<file path="config.mk">
export PLATFORM = sky130hd
export DESIGN_NAME = scr1_brkm_bp_ctrl_flat
export DESIGN_NICKNAME = d
export VERILOG_FILES = /design/src/rtl/scr1_brkm_bp_ctrl_pkg.sv /design/src/rtl/scr1_brkm_bp_ctrl_if.sv /design/src/rtl/scr1_brkm_bp_regs.sv /design/src/rtl/scr1_brkm_bp_ctrl.sv /design/src/flat_wrapper.sv
export SDC_FILE = /design/constraint.sdc
export NUM_CORES = 1
export LEC_CHECK = 0
export ABC_CLOCK_PERIOD_IN_PS = 5840
export CORE_MARGIN = 1.5
export CORE_UTILIZATION = 48
export DETAILED_ROUTE_END_ITERATION = 10
export PLACE_DENSITY = 0.81
export SLEW_MARGIN = 5
export SYNTH_ARGS = -nofsm -noshare
export SYNTH_HDL_FRONTEND = slang
export SYNTH_SLANG_ARGS = --single-unit
</file>
<file path="constraint.sdc">
create_clock -name clk -period 5.84 [get_ports clk]
set_input_delay 1.168 -clock clk [delete_from_list [all_inputs] [get_ports clk]]
set_output_delay 1.168 -clock clk [all_outputs]
set_load 0.02 [all_outputs]
</file>
<file path="src/rtl/scr1_brkm_bp_ctrl_pkg.sv">
// Shared types and constants for the BRKM breakpoint controller: register select,
// CTRL bit positions, FSM states and hit-count width (COUNT exists only with SCR1_BRKM_HITCNT_EN).
package scr1_brkm_bp_ctrl_pkg;

    typedef enum logic [1:0] {
        SCR1_BRKM_REG_CTRL  = 2'd0,
        SCR1_BRKM_REG_LO    = 2'd1,
        SCR1_BRKM_REG_HI    = 2'd2,
        SCR1_BRKM_REG_COUNT = 2'd3
    } type_scr1_brkm_reg_e;

    localparam int SCR1_BRKM_CTRL_EXACT_EN    = 0;
    localparam int SCR1_BRKM_CTRL_MASK_EN     = 1;
    localparam int SCR1_BRKM_CTRL_MASK_EXT_EN = 2;
    localparam int SCR1_BRKM_CTRL_ACTION      = 3;
    localparam int SCR1_BRKM_CTRL_ARMED       = 4;
    localparam int SCR1_BRKM_CTRL_ONESHOT     = 5;
    localparam int SCR1_BRKM_CTRL_HIT         = 8;

    typedef enum logic {
        SCR1_BRKM_FSM_IDLE = 1'b0,
        SCR1_BRKM_FSM_REQ  = 1'b1
    } type_scr1_brkm_fsm_e;

    localparam int SCR1_BRKM_HITCNT_W = 16;

endpackage

</file>
<file path="src/rtl/scr1_brkm_bp_ctrl_if.sv">
// CSR access and breakpoint request/ack bundle; master is the CSR/pipeline side,
// slave is the breakpoint controller.
interface scr1_brkm_bp_ctrl_if #(
    parameter int BP_IDX_W = 1
);
    logic                csr_req;
    logic                csr_we;
    logic [BP_IDX_W-1:0] csr_bp;
    logic [1:0]          csr_reg;
    logic [31:0]         csr_wdata;
    logic [31:0]         csr_rdata;
    logic                brk_req;
    logic [BP_IDX_W-1:0] brk_bp;
    logic                brk_action;
    logic                brk_ack;

    modport master (
        output csr_req, csr_we, csr_bp, csr_reg, csr_wdata, brk_ack,
        input  csr_rdata, brk_req, brk_bp, brk_action
    );

    modport slave (
        input  csr_req, csr_we, csr_bp, csr_reg, csr_wdata, brk_ack,
        output csr_rdata, brk_req, brk_bp, brk_action
    );
endinterface

</file>
<file path="src/rtl/scr1_brkm_bp_regs.sv">
// One breakpoint's register slice: CTRL, LO, HI and (with SCR1_BRKM_HITCNT_EN) COUNT.
// CSR writes take priority over hardware updates, except hit where set beats W1C.
module scr1_brkm_bp_regs
    import scr1_brkm_bp_ctrl_pkg::*;
#(
    parameter int AW = 32
) (
    input  logic                          clk,
    input  logic                          rst,
    input  logic                          wr_ctrl_i,
    input  logic                          wr_lo_i,
    input  logic                          wr_hi_i,
    input  logic                          wr_cnt_i,
    input  logic [31:0]                   wdata_i,
    input  logic                          fire_i,
    input  logic                          dec_i,
    output logic [31:0]                   ctrl_o,
    output logic [AW-1:0]                 lo_o,
    output logic [AW-1:0]                 hi_o,
    output logic [SCR1_BRKM_HITCNT_W-1:0] cnt_o,
    output logic                          armed_o,
    output logic                          action_o,
    output logic                          exact_en_o,
    output logic                          mask_en_o,
    output logic                          mask_ext_en_o
);
    logic          exact_q, mask_q, mask_ext_q, action_q, armed_q, oneshot_q, hit_q;
    logic          armed_d, hit_d;
    logic [AW-1:0] lo_q, hi_q;
    logic          unused_wdata;

    assign unused_wdata = ^wdata_i;

    always_comb begin
        armed_d = armed_q;
        if (wr_ctrl_i) begin
            armed_d = wdata_i[SCR1_BRKM_CTRL_ARMED];
        end else if (fire_i && oneshot_q) begin
            armed_d = 1'b0;
        end
        hit_d = (hit_q & ~(wr_ctrl_i & wdata_i[SCR1_BRKM_CTRL_HIT])) | fire_i;
    end

    always_ff @(posedge clk or posedge rst) begin
        if (rst) begin
            exact_q    <= 1'b0;
            mask_q     <= 1'b0;
            mask_ext_q <= 1'b0;
            action_q   <= 1'b0;
            armed_q    <= 1'b0;
            oneshot_q  <= 1'b0;
            hit_q      <= 1'b0;
            lo_q       <= '0;
            hi_q       <= '0;
        end else begin
            if (wr_ctrl_i) begin
                exact_q    <= wdata_i[SCR1_BRKM_CTRL_EXACT_EN];
                mask_q     <= wdata_i[SCR1_BRKM_CTRL_MASK_EN];
                mask_ext_q <= wdata_i[SCR1_BRKM_CTRL_MASK_EXT_EN];
                action_q   <= wdata_i[SCR1_BRKM_CTRL_ACTION];
                oneshot_q  <= wdata_i[SCR1_BRKM_CTRL_ONESHOT];
            end
            armed_q <= armed_d;
            hit_q   <= hit_d;
            if (wr_lo_i) lo_q <= wdata_i[AW-1:0];
            if (wr_hi_i) hi_q <= wdata_i[AW-1:0];
        end
    end

`ifdef SCR1_BRKM_HITCNT_EN
    logic [SCR1_BRKM_HITCNT_W-1:0] cnt_q;

    always_ff @(posedge clk or posedge rst) begin
        if (rst) begin
            cnt_q <= '0;
        end else if (wr_cnt_i) begin
            cnt_q <= wdata_i[SCR1_BRKM_HITCNT_W-1:0];
        end else if (dec_i) begin
            cnt_q <= cnt_q - 1'b1;
        end
    end
    assign cnt_o = cnt_q;
`else
    logic unused_cnt;
    assign unused_cnt = wr_cnt_i ^ dec_i;
    assign cnt_o      = '0;
`endif

    always_comb begin
        ctrl_o                             = '0;
        ctrl_o[SCR1_BRKM_CTRL_EXACT_EN]    = exact_q;
        ctrl_o[SCR1_BRKM_CTRL_MASK_EN]     = mask_q;
        ctrl_o[SCR1_BRKM_CTRL_MASK_EXT_EN] = mask_ext_q;
        ctrl_o[SCR1_BRKM_CTRL_ACTION]      = action_q;
        ctrl_o[SCR1_BRKM_CTRL_ARMED]       = armed_q;
        ctrl_o[SCR1_BRKM_CTRL_ONESHOT]     = oneshot_q;
        ctrl_o[SCR1_BRKM_CTRL_HIT]         = hit_q;
    end

    assign lo_o          = lo_q;
    assign hi_o          = hi_q;
    assign armed_o       = armed_q;
    assign action_o      = action_q;
    assign exact_en_o    = exact_q & armed_q;
    assign mask_en_o     = mask_q & armed_q;
    assign mask_ext_en_o = mask_ext_q & armed_q;

endmodule

</file>
<file path="src/rtl/scr1_brkm_bp_ctrl.sv">
// BRKM breakpoint controller: per-breakpoint register slices, CSR decode/readback,
// lowest-index priority select and IDLE/REQ request FSM. Hit count needs SCR1_BRKM_HITCNT_EN.
module scr1_brkm_bp_ctrl
    import scr1_brkm_bp_ctrl_pkg::*;
#(
    parameter int BRKM_BP_NUM           = 2,
    parameter int BRKM_MATCH_ADDR_WIDTH = 32,
    parameter int BRKM_BP_IDX_W         = (BRKM_BP_NUM > 1) ? $clog2(BRKM_BP_NUM) : 1
) (
    input  logic                                                clk,
    input  logic                                                rst,
    scr1_brkm_bp_ctrl_if.slave                                  bus,
    output logic [BRKM_BP_NUM-1:0]                              bp_exact_en_o,
    output logic [BRKM_BP_NUM-1:0]                              bp_mask_en_o,
    output logic [BRKM_BP_NUM-1:0]                              bp_mask_ext_en_o,
    output logic [BRKM_BP_NUM-1:0][BRKM_MATCH_ADDR_WIDTH-1:0]  bp_addr_lo_o,
    output logic [BRKM_BP_NUM-1:0][BRKM_MATCH_ADDR_WIDTH-1:0]  bp_addr_hi_o,
    input  logic [BRKM_BP_NUM-1:0]                              bp_match_i
);
    type_scr1_brkm_fsm_e             state_q, state_d;
    logic [BRKM_BP_IDX_W-1:0]        brk_bp_q, brk_bp_d;
    logic                            brk_action_q, brk_action_d;

    logic [31:0]                     ctrl_rd [BRKM_BP_NUM];
    logic [SCR1_BRKM_HITCNT_W-1:0]   cnt_rd  [BRKM_BP_NUM];
    logic [BRKM_BP_NUM-1:0]          armed_vec, action_vec, fire_vec, dec_vec;
    logic                            bp_in_range, csr_wr;
    logic                            sel_found;
    logic [BRKM_BP_IDX_W-1:0]        sel_idx;
    logic [31:0]                     rdata;

    assign bp_in_range = int'(bus.csr_bp) < BRKM_BP_NUM;
    assign csr_wr      = bus.csr_req & bus.csr_we & bp_in_range;

    generate
        for (genvar gi = 0; gi < BRKM_BP_NUM; gi++) begin : g_bp
            logic wr_sel;
            assign wr_sel = csr_wr && (int'(bus.csr_bp) == gi);

            scr1_brkm_bp_regs #(.AW(BRKM_MATCH_ADDR_WIDTH)) u_regs (
                .clk           (clk),
                .rst           (rst),
                .wr_ctrl_i     (wr_sel && (bus.csr_reg == SCR1_BRKM_REG_CTRL)),
                .wr_lo_i       (wr_sel && (bus.csr_reg == SCR1_BRKM_REG_LO)),
                .wr_hi_i       (wr_sel && (bus.csr_reg == SCR1_BRKM_REG_HI)),
                .wr_cnt_i      (wr_sel && (bus.csr_reg == SCR1_BRKM_REG_COUNT)),
                .wdata_i       (bus.csr_wdata),
                .fire_i        (fire_vec[gi]),
                .dec_i         (dec_vec[gi]),
                .ctrl_o        (ctrl_rd[gi]),
                .lo_o          (bp_addr_lo_o[gi]),
                .hi_o          (bp_addr_hi_o[gi]),
                .cnt_o         (cnt_rd[gi]),
                .armed_o       (armed_vec[gi]),
                .action_o      (action_vec[gi]),
                .exact_en_o    (bp_exact_en_o[gi]),
                .mask_en_o     (bp_mask_en_o[gi]),
                .mask_ext_en_o (bp_mask_ext_en_o[gi])
            );
        end
    endgenerate

    always_comb begin
        rdata = '0;
        if (bp_in_range) begin
            case (type_scr1_brkm_reg_e'(bus.csr_reg))
                SCR1_BRKM_REG_CTRL:  rdata = ctrl_rd[bus.csr_bp];
                SCR1_BRKM_REG_LO:    rdata = 32'(bp_addr_lo_o[bus.csr_bp]);
                SCR1_BRKM_REG_HI:    rdata = 32'(bp_addr_hi_o[bus.csr_bp]);
                SCR1_BRKM_REG_COUNT: rdata = 32'(cnt_rd[bus.csr_bp]);
                default:             rdata = '0;
            endcase
        end
    end
    assign bus.csr_rdata = rdata;

    // Descending scan so the lowest armed matching index ends up selected.
    always_comb begin
        sel_found = 1'b0;
        sel_idx   = '0;
        for (int i = BRKM_BP_NUM - 1; i >= 0; i--) begin
            if (bp_match_i[i] && armed_vec[i]) begin
                sel_found = 1'b1;
                sel_idx   = BRKM_BP_IDX_W'(i);
            end
        end
    end

    always_comb begin
        state_d      = state_q;
        brk_bp_d     = brk_bp_q;
        brk_action_d = brk_action_q;
        fire_vec     = '0;
        dec_vec      = '0;
        case (state_q)
            SCR1_BRKM_FSM_IDLE: begin
                if (sel_found) begin
                    if (cnt_rd[sel_idx] != '0) begin
                        dec_vec[sel_idx] = 1'b1;
                    end else begin
                        fire_vec[sel_idx] = 1'b1;
                        brk_bp_d          = sel_idx;
                        brk_action_d      = action_vec[sel_idx];
                        state_d           = SCR1_BRKM_FSM_REQ;
                    end
                end
            end
            SCR1_BRKM_FSM_REQ: begin
                if (bus.brk_ack) state_d = SCR1_BRKM_FSM_IDLE;
            end
            default: state_d = SCR1_BRKM_FSM_IDLE;
        endcase
    end

    always_ff @(posedge clk or posedge rst) begin
        if (rst) begin
            state_q      <= SCR1_BRKM_FSM_IDLE;
            brk_bp_q     <= '0;
            brk_action_q <= 1'b0;
        end else begin
            state_q      <= state_d;
            brk_bp_q     <= brk_bp_d;
            brk_action_q <= brk_action_d;
        end
    end

    assign bus.brk_req    = (state_q == SCR1_BRKM_FSM_REQ);
    assign bus.brk_bp     = brk_bp_q;
    assign bus.brk_action = brk_action_q;

endmodule
</file>
<file path="src/flat_wrapper.sv">
// flat-port wrapper written by rule: the top's interface ports become plain ports
module scr1_brkm_bp_ctrl_flat import scr1_brkm_bp_ctrl_pkg::*;
#(
    parameter int BRKM_BP_NUM           = 2,
    parameter int BRKM_MATCH_ADDR_WIDTH = 32,
    parameter int BRKM_BP_IDX_W         = (BRKM_BP_NUM > 1) ? $clog2(BRKM_BP_NUM) : 1
)
  (clk, rst, bp_exact_en_o, bp_mask_en_o, bp_mask_ext_en_o, bp_addr_lo_o, bp_addr_hi_o, bp_match_i, bus_csr_req, bus_csr_we, bus_csr_bp, bus_csr_reg, bus_csr_wdata, bus_brk_ack, bus_csr_rdata, bus_brk_req, bus_brk_bp, bus_brk_action);
  scr1_brkm_bp_ctrl_if bus_i ();
  input  logic clk;
  input  logic rst;
  output logic [BRKM_BP_NUM-1:0] bp_exact_en_o;
  output logic [BRKM_BP_NUM-1:0] bp_mask_en_o;
  output logic [BRKM_BP_NUM-1:0] bp_mask_ext_en_o;
  output logic [BRKM_BP_NUM-1:0][BRKM_MATCH_ADDR_WIDTH-1:0] bp_addr_lo_o;
  output logic [BRKM_BP_NUM-1:0][BRKM_MATCH_ADDR_WIDTH-1:0] bp_addr_hi_o;
  input  logic [BRKM_BP_NUM-1:0] bp_match_i;
  input wire logic [$bits(bus_i.csr_req)-1:0] bus_csr_req;
  input wire logic [$bits(bus_i.csr_we)-1:0] bus_csr_we;
  input wire logic [$bits(bus_i.csr_bp)-1:0] bus_csr_bp;
  input wire logic [$bits(bus_i.csr_reg)-1:0] bus_csr_reg;
  input wire logic [$bits(bus_i.csr_wdata)-1:0] bus_csr_wdata;
  input wire logic [$bits(bus_i.brk_ack)-1:0] bus_brk_ack;
  output wire logic [$bits(bus_i.csr_rdata)-1:0] bus_csr_rdata;
  output wire logic [$bits(bus_i.brk_req)-1:0] bus_brk_req;
  output wire logic [$bits(bus_i.brk_bp)-1:0] bus_brk_bp;
  output wire logic [$bits(bus_i.brk_action)-1:0] bus_brk_action;
  assign bus_i.csr_req = bus_csr_req;
  assign bus_i.csr_we = bus_csr_we;
  assign bus_i.csr_bp = bus_csr_bp;
  assign bus_i.csr_reg = bus_csr_reg;
  assign bus_i.csr_wdata = bus_csr_wdata;
  assign bus_i.brk_ack = bus_brk_ack;
  assign bus_csr_rdata = bus_i.csr_rdata;
  assign bus_brk_req = bus_i.brk_req;
  assign bus_brk_bp = bus_i.brk_bp;
  assign bus_brk_action = bus_i.brk_action;
  scr1_brkm_bp_ctrl #(.BRKM_BP_NUM(BRKM_BP_NUM), .BRKM_MATCH_ADDR_WIDTH(BRKM_MATCH_ADDR_WIDTH), .BRKM_BP_IDX_W(BRKM_BP_IDX_W)) u_core (.clk(clk), .rst(rst), .bus(bus_i), .bp_exact_en_o(bp_exact_en_o), .bp_mask_en_o(bp_mask_en_o), .bp_mask_ext_en_o(bp_mask_ext_en_o), .bp_addr_lo_o(bp_addr_lo_o), .bp_addr_hi_o(bp_addr_hi_o), .bp_match_i(bp_match_i));
endmodule
</file>
==> impl_metrics.json, run 1 <==
{
  "status": "complete, no violations",
  "finalWorstSetupSlack_ns": 1.050,
  "critPathKind": "input port to primary output",
  "fin_nets": 715,
  "regToRegEndpoint": "u_core.bus.brk_action",
  "avgViaCountPerCell": 5.461,
  "ys_ff_latch": 145,
  "min-delay-start": "u_core.bus.brk_action",
  "die_h_microns": 124.2,
  "wirelength_mm": 17.81,
  "num_rows": 44,
  "synth_fp_nets": 520,
  "setup_viol": 0,
  "worstPathArrival_ns": 3.62,
  "drc": 0,
  "ant_nets": 0,
  "required_ns": 4.67,
  "cts_inserted_buffers": 17,
  "r2r_start": "u_core.g_bp[0].u_regs.armed_o",
  "rr_worst_depth": 3,
  "avgRoutedWirePerCell_microns": 20.47,
  "drive_gt1_share_pct": 25.66,
  "postCtsSetupBuffers": 0,
  "holdBufCountCts": 0,
  "place_ws_ns": 1.091,
  "cts.path.max_buffers": 2,
  "synth_top_area_share_pct": 51.44,
  "crit_fanout": 37,
  "vias": 4751,
  "antenna_found_initial": 0,
  "yosys_warnings": 0,
  "syn_area_sq_mm": 0.007054,
  "worstMarginPinSlew_ns": 1.181,
  "core_sq_mm": 0.01442,
  "root_buffer": "clkbuf_16",
  "final_core_util_pct": 67.08,
  "crit_start": "bus_csr_reg[1]",
  "start_util_pct": 48.91,
  "die_x_microns": 124.2,
  "min_path_type": "register to register",
  "whs_path_depth": 1,
  "total_power_mw": 3.983,
  "critPathLaunchType": "input port",
  "finalCritPeriodShare_pct": 82.03,
  "grt_max_degree": 110,
  "syn_inst": 478,
  "synth.top_cells.by_area": "dfrtp_1, mux2_4, mux2_2",
  "period_needed_ns": 4.790,
  "clkTransAtPathRegs_ns": 0.06,
  "drt_iter0_markers": 225,
  "cts_resized": 0,
  "leakage_nw": 4.244,
  "max_freq_ghz": 0.2088,
  "p_per_area_mw_per_mm2": 411.7,
  "rsz0062_at_grt": "false",
  "crit_path_end_kind": "primary output",
  "slew_viol_final": 0,
  "dieArea_sq_mm": 0.01543,
  "clk_latency_ns": 0.42,
  "drv_cap": 0,
  "ys_seq_area_share_pct": 51.44,
  "ir_worst_vdd_v": 0.0002089,
  "diodes": 0,
  "syn2layout_area_growth_pct": 37.16,
  "dr.pass1.iters": 4,
  "slew_headroom_pct": 21.23,
  "boundaryPins": 211,
  "finClkSkew_ns": 0.003928,
  "gr-total-overflow": 0,
  "synth_area_leader_cell": "dfrtp_1",
  "track_usage_pct": 23.46,
  "cts_tree": "yes",
  "syn-mean-instance-area_sq_um": 14.76,
  "dp_hpwl_mm": 11.44,
  "portBuffers": 210,
  "r2r_setup_slack_ns": 4.47,
  "htreeDepth": 4,
  "synth_cell_type_count": 36,
  "hold_viol_final": 0,
  "grt_pass1_wl_mm": 28.41,
  "grt_pass1_vias": 5089,
  "fin_tns_setup_ns": 0,
  "gp_congestion": 0.7809,
  "hold_end": "u_core.bus.brk_action",
  "clock_sinks": 145,
  "fillCellCount": 1046
}
-- cells in the mapped netlist (all sizes together) --
master / number
o22a: 1
dfrtp: 145
o21ai: 2
o31ai: 2
mux2: 140
and3b: 1
buf: 34
o31a: 1
a21oi: 2
o221ai: 7
mux2i: 68
o22ai: 28
nand3b: 2
o2bb2ai: 1
and2: 7
o41ai: 2
inv: 10
nand2b: 3
nor3b: 1
o21a: 3
nand2: 8
nand3: 2
nor2: 5
clkbuf: 3
-- how the worst max path moves through the flow --
stage	end
floorplan	u_core.bus.brk_action
global placement	bus_csr_rdata[8]
detailed placement	bus_csr_rdata[0]
CTS	bus_csr_rdata[0]
global route	bus_csr_rdata[2]
finish	bus_csr_rdata[2]
-- power by group --
group	total (mW)	switching [mW]	internal, mW
combinational	1.41	0.645	0.767
sequential	1.47	0.221	1.25
clock	1.10	0.408	0.690
-- critical path, cell delays in order --
cell and delay, ns:
clkdlybuf4s50_1 0.88, nand2b_4 0.66, o221ai_1 0.18, o21a_1 0.18
clkdlybuf4s50_1 0.54
-- registers in the layout, summed over array words and instances (netlist names) --
name and cells:
u_core.g_bp.u_regs.hi_o 64, u_core.g_bp.u_regs.lo_o 64, u_core.g_bp.u_regs.action_o 2, u_core.g_bp.u_regs.armed_o 2, u_core.g_bp.u_regs.exact_q 2, u_core.g_bp.u_regs.hit_q 2, u_core.g_bp.u_regs.mask_ext_q 2, u_core.g_bp.u_regs.mask_q 2
u_core.g_bp.u_regs.oneshot_q 2, u_core.bus.brk_action 1, u_core.bus.brk_bp 1, u_core.bus.brk_req 1
-- area by class of cell --
type                       instances  area (sq um)  share of cell area [%]
inverter                          10         42.54                  0.4397
clock buffer                      21         460.4                   4.759
clock inverter                    11         136.4                   1.410
timing repair buffer             213          2122                   21.93
tap                              184         230.2                   2.379
sequential                       145          3628                   37.50
multi-input combinational        286          3055                   31.58
-- cell families (layout without fill, tap and decap cells) --
| logic type | count (synthesis) | count (layout) | share of synthesized area (%) |
|---|---|---|---|
| multiplexers | 208 | 208 | 35.08 |
| flip-flops | 145 | 145 | 51.44 |
| AO/OA/AOI/OAI | 49 | 49 | 4.789 |
| buffers and inverters | 47 | 255 | 5.250 |
| AND/OR/NAND/NOR | 29 | 29 | 3.441 |
-- metal layers --
| metal | up-vias | wire [microns] | global-route usage [%] |
|---|---|---|---|
| li1 | 2132 | - | - |
| met1 | 2428 | 7548 | 29.28 |
| met2 | 159 | 8666 | 38.14 |
| met3 | 32 | 1191 | 7.284 |
| met4 | 0 | 405 | 9.195 |
| met5 | - | 0 | 0 |
-- cells in the final DEF (no fill, tap or decap), types with 8 or more instances in the layout --
| cell | n |
|---|---|
| dfrtp_1 | 145 |
| clkbuf_16 | 17 |
| nand2_1 | 8 |
| mux2_2 | 74 |
| mux2_1 | 8 |
| mux2i_1 | 68 |
| inv_1 | 9 |
| mux2_4 | 58 |
| o22ai_1 | 28 |
| clkdlybuf4s50_1 | 209 |
-- stage by stage --
step | area [sq um] | cells | hold WS, ns
after floorplan | 7054 | 478 | 0.4554
after global placement | 9079 | 838 | 0.4770
after detailed placement | 9079 | 838 | 0.4803
after CTS | 9676 | 870 | 0.4937
after global routing | 9676 | 870 | 0.5231
final | 9676 | 870 | 0.4870
Note: power is estimated with default switching activity, not from simulation.
==> run 2: changes to the inputs <==
ABC_CLOCK_PERIOD_IN_PS = 4000   (was 5840)
CORE_UTILIZATION = 43   (was 48)
PLACE_DENSITY = 0.77   (was 0.81)
clock period = 4 ns   (was 5.84 ns; I/O delays follow)
==> run 2 against run 1 <==
Against the previous run:
- critical endpoint is now bus_csr_rdata[4]
- sequential power grew 48%
- worst hold slack improved by 0.026 ns
- total power is 47% higher
- highest routed layer unchanged
- core utilization decreased by 5.1 points
==> impl_metrics.json, run 2 (same netlist as run 1, synthesis figures left out) <==
{
  "status": "complete, no violations",
  "drt_iter0_markers": 175,
  "p_switching_mw": 1.894,
  "p_per_area_mw_per_mm2": 591.7,
  "slew_viol_final": 0,
  "holdBufCountCts": 0,
  "cts.path.max_buffers": 2,
  "avgRoutedWirePerCell_microns": 20.04,
  "dr.pass1.iters": 4,
  "rsz0062_at_grt": "false",
  "core_sq_mm": 0.01594,
  "crit_fanout": 31,
  "dp_hpwl_mm": 12.46,
  "fin_tns_setup_ns": 0,
  "regToRegEndpoint": "u_core.g_bp[1].u_regs.armed_o",
  "path_buf_inv": 3,
  "vias": 4786,
  "start_util_pct": 44.25,
  "worstMarginPinSlew_ns": 0.6164,
  "hold_viol_final": 0,
  "clkTransAtPathRegs_ns": 0.06,
  "r2r_setup_slack_ns": 2.65,
  "boundaryPins": 211,
  "num_rows": 46,
  "cts_inserted_buffers": 17,
  "rr_worst_depth": 3,
  "max_freq_ghz": 0.2737,
  "critPathLaunchType": "input port",
  "whs_path_depth": 1,
  "htreeDepth": 4,
  "path_cells": "clkdlybuf4s50_1 > buf_4 > nand2b_4 > o221ai_1 > clkdlybuf4s50_1",
  "syn2layout_area_growth_pct": 40.07,
  "finalWorstSetupSlack_ns": 0.3469,
  "combPwrFrac_pct": 35.3,
  "slew_headroom_pct": 58.91,
  "die_x_microns": 131.1,
  "instances_no_fill": 912,
  "r2r_start": "u_core.g_bp[0].u_regs.armed_o",
  "cpLargestDelayFamily": "buffers and inverters",
  "track_usage_pct": 21.78,
  "critPathMaxStageDelay_ns": 0.66,
  "p_sw_share_pct": 32.40,
  "drc": 0,
  "critPathKind": "input port to primary output",
  "wirelength_mm": 18.27,
  "worstPathArrival_ns": 2.85,
  "min_path_type": "register to register",
  "setup_viol": 0,
  "dp.cells": 879,
  "hold_end": "u_core.g_bp[0].u_regs.hit_q",
  "postCtsSetupBuffers": 0,
  "fillCellCount": 1198,
  "drv_cap": 0,
  "avgViaCountPerCell": 5.248,
  "p_clk_share_pct": 27.6,
  "required_ns": 3.20,
  "finClkSkew_ns": 0.005912,
  "antenna_found_initial": 1,
  "gr-total-overflow": 0,
  "p_int_mw": 3.952,
  "place_ws_ns": 0.3515,
  "finalCritPeriodShare_pct": 91.33,
  "period_needed_ns": 3.653,
  "final_cell_mix": "clkdlybuf4s50_1, dfrtp_1, mux2_2",
  "portBuffers": 210,
  "slowest_stage": "clkdlybuf4s50_1",
  "root_buffer": "clkbuf_16",
  "cpMostUsedCell": "clkdlybuf4s50_1",
  "drive_gt1_share_pct": 26.76,
  "min-delay-start": "u_core.g_bp[0].u_regs.hit_q",
  "fin_nets": 724,
  "ant_nets": 0,
  "crit_path_end_kind": "primary output",
  "grt_pass1_wl_mm": 28.10,
  "power_frac_seq_pct": 37.1,
  "grt_pass1_vias": 5015,
  "grt_max_degree": 65,
  "ir_worst_vdd_v": 0.0003141,
  "cts_resized": 0,
  "clock_sinks": 145,
  "clk_latency_ns": 0.42,
  "final_common_cell": "clkdlybuf4s50_1",
  "dieArea_sq_mm": 0.01718,
  "final_core_util_pct": 61.98,
  "gp_congestion": 0.8203,
  "cts_tree": "yes",
  "leakage_nw": 4.301,
  "holdWs_ns": 0.5135,
  "die_h_microns": 131.1
}
run 2: per-stage QoR:
step,area [sq um],total power [mW]
3_5_place_dp,9273,4.259
5_1_grt,9881,6.100
6_report,9881,5.846
4_1_cts,9878,5.890
2_1_floorplan,7058,3.238
3_3_place_gp,9273,4.202
run 2: area by class of cell:
type	count	area, sq um	area share [%]
repair buffers	222	2277	23.05
inverters	10	41.29	0.4179
well taps	216	270.3	2.735
flip-flops and latches	145	3628	36.72
clock buffers	19	442.9	4.483
diodes	1	2.502	0.02533
clock inverters	13	162.7	1.646
multi-input cells	286	3055	30.92
run 2: how the worst max path moves through the flow:
| stage | cells after the start | endpoint | startpoint |
|---|---|---|---|
| 2_1_floorplan | 5 | bus_csr_rdata[15] | bus_csr_bp |
| 3_3_place_gp | 5 | bus_csr_rdata[4] | bus_csr_reg[0] |
| 3_5_place_dp | 5 | bus_csr_rdata[4] | bus_csr_reg[0] |
| 4_1_cts | 5 | bus_csr_rdata[4] | bus_csr_reg[0] |
| 5_1_grt | 5 | bus_csr_rdata[4] | bus_csr_reg[0] |
| 6_report | 5 | bus_csr_rdata[4] | bus_csr_reg[0] |
run 2: routing by layer:
metal  vias to the layer above  global-route usage (%)  share of wire, %
met3                        19                   4.058               4.8
met4                         0                   7.175               1.2
met2                       148                   36.77                50
met1                      2469                   28.39                44
met5                         -                       0                 0
li1                       2150                       -                 -
run 2: power by group through the flow:
stage          clock, mW  combinational [mW]  sequential (mW)
6_report            1.61                2.07             2.17
2_1_floorplan          0               0.762             2.48
3_5_place_dp           0                2.08             2.18
3_3_place_gp           0                2.04             2.16
5_1_grt             1.70                2.19             2.21
4_1_cts             1.64                2.09             2.16
run 2: worst reg2reg max path: stages (launching register included):
cell     delay, ns
dfrtp_1       0.47
and2_0        0.26
o41ai_1       0.34
mux2i_1       0.15
